### src/rtl/param_register_file.sv
// Parametrised register file: three combinational read ports, two write ports, PC in top register.
// Optional read forwarding of next-edge values when PARAM_REGFILE_BYPASS_EN is defined.

module param_register_file_lane #(
  parameter int             WIDTH = 32,
  parameter int             AW    = 4,
  parameter logic [AW-1:0]  IDX   = '0,
  parameter bit             IS_PC = 1'b0
) (
  input  logic [WIDTH-1:0] q_i,
  input  logic [AW-1:0]    RW0,
  input  logic [WIDTH-1:0] PW0,
  input  logic             LE0,
  input  logic [AW-1:0]    RW1,
  input  logic [WIDTH-1:0] PW1,
  input  logic             LE1,
  input  logic [WIDTH-1:0] PC,
  input  logic             PC_LE,
  output logic [WIDTH-1:0] d_o
);
  logic sel0, sel1, selpc;

  // Enables gate the address compare so X on an idle port never selects data.
  assign sel0  = LE0 && (RW0 == IDX);
  assign sel1  = LE1 && (RW1 == IDX);
  assign selpc = IS_PC && PC_LE;

  always_comb begin
    d_o = q_i;
    if (sel0)       d_o = PW0;
    else if (sel1)  d_o = PW1;
    else if (selpc) d_o = PC;
  end
endmodule

module param_register_file #(
  parameter  int WIDTH = 32,
  parameter  int NREGS = 16,
  localparam int AW    = $clog2(NREGS)
) (
  input  logic             Clk,
  input  logic             Rst,
  input  logic [AW-1:0]    RA,
  input  logic [AW-1:0]    RB,
  input  logic [AW-1:0]    RD,
  output logic [WIDTH-1:0] PA,
  output logic [WIDTH-1:0] PB,
  output logic [WIDTH-1:0] PD,
  input  logic [AW-1:0]    RW0,
  input  logic [WIDTH-1:0] PW0,
  input  logic             LE0,
  input  logic [AW-1:0]    RW1,
  input  logic [WIDTH-1:0] PW1,
  input  logic             LE1,
  input  logic [WIDTH-1:0] PC,
  input  logic             PC_LE
);
  logic [NREGS-1:0][WIDTH-1:0] regs_q, regs_d, rd_data;

  if (NREGS < 4 || (NREGS & (NREGS - 1)) != 0) begin : g_bad_nregs
    $error("param_register_file: NREGS must be a power of two and >= 4");
  end

  for (genvar i = 0; i < NREGS; i++) begin : g_lane
    param_register_file_lane #(
      .WIDTH (WIDTH),
      .AW    (AW),
      .IDX   (AW'(i)),
      .IS_PC (i == NREGS - 1)
    ) u_lane (
      .q_i   (regs_q[i]),
      .RW0   (RW0),
      .PW0   (PW0),
      .LE0   (LE0),
      .RW1   (RW1),
      .PW1   (PW1),
      .LE1   (LE1),
      .PC    (PC),
      .PC_LE (PC_LE),
      .d_o   (regs_d[i])
    );
  end

  always_ff @(posedge Clk) begin
    if (Rst) regs_q <= '0;
    else     regs_q <= regs_d;
  end

`ifdef PARAM_REGFILE_BYPASS_EN
  // Next-state equals stored value for untouched registers, so forwarding is a whole-array select.
  assign rd_data = Rst ? regs_q : regs_d;
`else
  assign rd_data = regs_q;
`endif

  assign PA = rd_data[RA];
  assign PB = rd_data[RB];
  assign PD = rd_data[RD];
endmodule
### config.mk
export PLATFORM = sky130hd
export DESIGN_NAME = param_register_file
export DESIGN_NICKNAME = d
export VERILOG_FILES = /design/src/rtl/param_register_file.sv
export SDC_FILE = /design/constraint.sdc
export NUM_CORES = 2
export LEC_CHECK = 0
export BUFFER_PORTS_ARGS = -buffer_cell sky130_fd_sc_hd__buf_2
export CAP_MARGIN = 20
export CELL_PAD_IN_SITES_DETAIL_PLACEMENT = 0
export CELL_PAD_IN_SITES_GLOBAL_PLACEMENT = 1
export CORE_AREA = 2 2 314 316
export CTS_CLUSTER_DIAMETER = 30
export DETAILED_ROUTE_END_ITERATION = 8
export DIE_AREA = 0 0 316 318
export GPL_TIMING_DRIVEN = 0
export PLACE_DENSITY_LB_ADDON = 0.12
export SLEW_MARGIN = 20
export SYNTH_ARGS = -nofsm -noshare
export SYNTH_HDL_FRONTEND = slang
export SYNTH_SLANG_ARGS = --single-unit
### constraint.sdc
create_clock -name Clk -period 2.4 [get_ports Clk]
set_input_delay 0.48 -clock Clk [delete_from_list [all_inputs] [get_ports Clk]]
set_output_delay 0.48 -clock Clk [all_outputs]
set_load 0.01 [all_outputs]
==> results.py <==
metrics = {
    "synth": {
        "synth_fp_nets": 3950,
        "postSynthCellCount": 3829,
        "async_flop_share": 0,
        "yosysTopAreaCell": "dfxtp_1",
        "yosysSeqAreaShare": 0.3042,
        "synth-edff-count": 0,
        "ys_warn_count": 0,
        "synth_ff_type": "dfxtp_1",
        "avgSynthCellArea_sq_um": 8.801,
        "syn_area_sq_mm": 0.03370,
        "synth_top_area_frac": 0.3042,
        "synth.area.top_cells": "dfxtp_1 30%, mux4_2 26%, a311oi_1 12%",
        "ys_ff_latch": 512,
        "ys_types": 32,
    },
    "route": {
        "wl_um": 201900,
        "drc": 0,
        "ant_nets": 0,
        "drt-vias-per-instance": 6.637,
        "routedWlPerCell_um": 36.22,
        "dr.pass1.iters": 6,
        "drt_iter0_markers": 5346,
        "vias": 36988,
    },
    "critical_path": {
        "startpoint_type": "input pin",
        "end_kind": "output port",
        "path_max_fanout": 10,
        "crit_type": "input pin to output port",
        "crit_required_ns": 1.92,
        "arrival_ns": 2.25,
        "r2r_cells": 2,
    },
    "floorplan": {
        "die_h_um": 318,
        "num_io_pins": 217,
        "die_area_sq_mm": 0.1005,
        "die_w_um": 316,
        "start_util": 0.3459,
        "design.core.area_sq_mm": 0.09741,
        "rows": 115,
    },
    "clock_tree": {
        "cts_buffer_depth": 3,
        "cts_sinks": 512,
        "htree_levels": 4,
        "cts_tree": "yes",
        "path_clk_slew_ns": 0.04,
        "clk_latency_ns": 0.77,
        "cts_root_buf": "clkbuf_16",
        "cts_buffers": 170,
    },
    "finish": {
        "largest_register_ff_count": 512,
        "syn_to_final_growth_pct": 29.93,
        "nFillCells": 9510,
        "final_net_count": 4273,
        "drive_gt1_frac": 0.3054,
        "layout_common_cells": "1073 x nand2_1, 488 x nor2_1, 480 x a311oi_1, 384 x mux4_2, 377 x dfxtp_1",
        "layout_commonest_cell": "nand2_1",
    },
    "global_routing": {
        "grt_pass1_wl_um": 275700,
        "grt_pass1_vias": 34704,
        "track_usage": 0.3924,
        "antenna_found_initial": 4,
        "grt-ovfl-total": 0,
        "grt_max_degree": 17,
    },
    "timing": {
        "fin_worst_skew_ns": 0,
        "worst_slew_pin_slew_ns": 1.312,
        "finalSetupViolCount": 105,
        "fin_crit_sh": 1.137,
        "hold_viol_final": 0,
        "maxSlewViolCount": 0,
        "rsz0062_at_grt": "yes",
        "period_needed_ns": 2.728,
        "fmax_mhz": 366.5,
        "relSlewSlack": 0.1255,
        "setup_ws_ns": -0.3282,
        "worst_hold_slack_ns": 0.01347,
    },
    "placed_design": {
        "io_buffers": 143,
        "hpwl_um": 146900,
        "gp_congestion": 1.023,
        "dpl_worst_slack_ns": -1.394,
    },
    "min_path": {
        "min_path_cells": 3,
        "worstHoldPathType": "input pin to flip-flop",
    },
    "run_status": {
        "outcome": "finished, violations left",
        "violations": "negative setup slack",
    },
    "power": {
        "powerDensity_mw_per_mm2": 815.4,
        "peakVddDrop_mv": 0.5057,
        "power_leakage_nw": 14.92,
    },
    "job": {
        "max_cap_viol_count": 0,
    },
}
-- layer usage --
metal,vias up,part of all wire,global-route usage
li1,14949,-,-
met1,18674,0.38,0.5119
met2,2765,0.42,0.5582
met3,594,0.13,0.1252
met4,6,0.072,0.2475
met5,-,0.00019,0
-- synthesized netlist by cell type, types with 4 or more instances --
library cell,n
nand2_1,1113
dfxtp_1,512
nor2_1,493
a311oi_1,480
clkbuf_1,399
mux4_2,384
a22oi_1,192
buf_2,58
buf_1,48
inv_1,32
mux2i_1,32
o221ai_1,24
nor2b_1,10
o221ai_2,8
nand3_1,7
buf_4,6
and3b_1,4
nor2_2,4
-- power by group --
part	switching [W]	total [W]	internal, W	leakage (nW)
Combinational	0.00263	0.00395	0.00131	7.83
Sequential	0.000355	0.00921	0.00885	4.22
Clock	0.00698	0.0225	0.0156	2.87
-- worst paths after layout --
| kind | startpoint | endpoint | slack [ns] |
|---|---|---|---|
| setup / recovery | RA[1] | PA[8] | -0.33 |
| hold / removal | PC[0] | rd_data[480]$_SDFFE_PP0P_ | 0.01 |
| hold reg to reg | rd_data[124]$_SDFFE_PP0P_ | rd_data[124]$_SDFFE_PP0P_ | 0.49 |
| setup reg to reg | rd_data[438]$_SDFFE_PP0P_ | rd_data[438]$_SDFFE_PP0P_ | 1.44 |
-- cells by family after synthesis --
logic type / share of synthesized area
simple gates: 0.1877
compound gates: 0.1777
buf+inv: 0.06431
flops: 0.3042
mux: 0.2661
-- what timing repair did --
action / 4_1_cts / 5_1_grt
pin swaps: 136 / 55
gates resized for setup: 471 / 153
endpoints found under the setup margin: 96 / 108
hold endpoints to repair: 3 / 0
buffers inserted: 3 / 0
hold buffers: 3 / 0
-- through the flow --
stage	power (W)	instance area, sq um	cells	TNS [ns]	util
6_report	0.03570	43780	5573	-20.19	0.4495
3_5_place_dp	0.01285	36070	5262	-296.28	0.3703
5_1_grt	0.03627	43780	5570	-20.67	0.4494
2_1_floorplan	0.01121	33700	3829	0	-
4_1_cts	0.03537	43230	5569	-19.42	0.4438
3_3_place_gp	0.01283	36020	5259	-342.38	0.3698
-- layout make-up --
| cell class | count | area [sq um] | share of cell area |
|---|---|---|---|
| timing repair buffer | 153 | 1066 | 0.02435 |
| multi-input combinational | 2771 | 22130 | 0.5053 |
| buffer | 512 | 2591 | 0.05918 |
| clock buffer | 235 | 4930 | 0.1126 |
| inverter | 32 | 120.1 | 0.002743 |
| tap | 1287 | 1610 | 0.03678 |
| clock inverter | 68 | 892.1 | 0.02038 |
| antenna | 3 | 7.507 | 0.0001715 |
| sequential | 512 | 10440 | 0.2385 |
-- critical path, cell delays in order --
cell and delay, ns:
clkbuf_4 0.33, buf_2 0.37, mux4_2 0.40, a22oi_2 0.33, nand2_1 0.15, buf_2 0.17
Power figures use the tool's default switching activity.
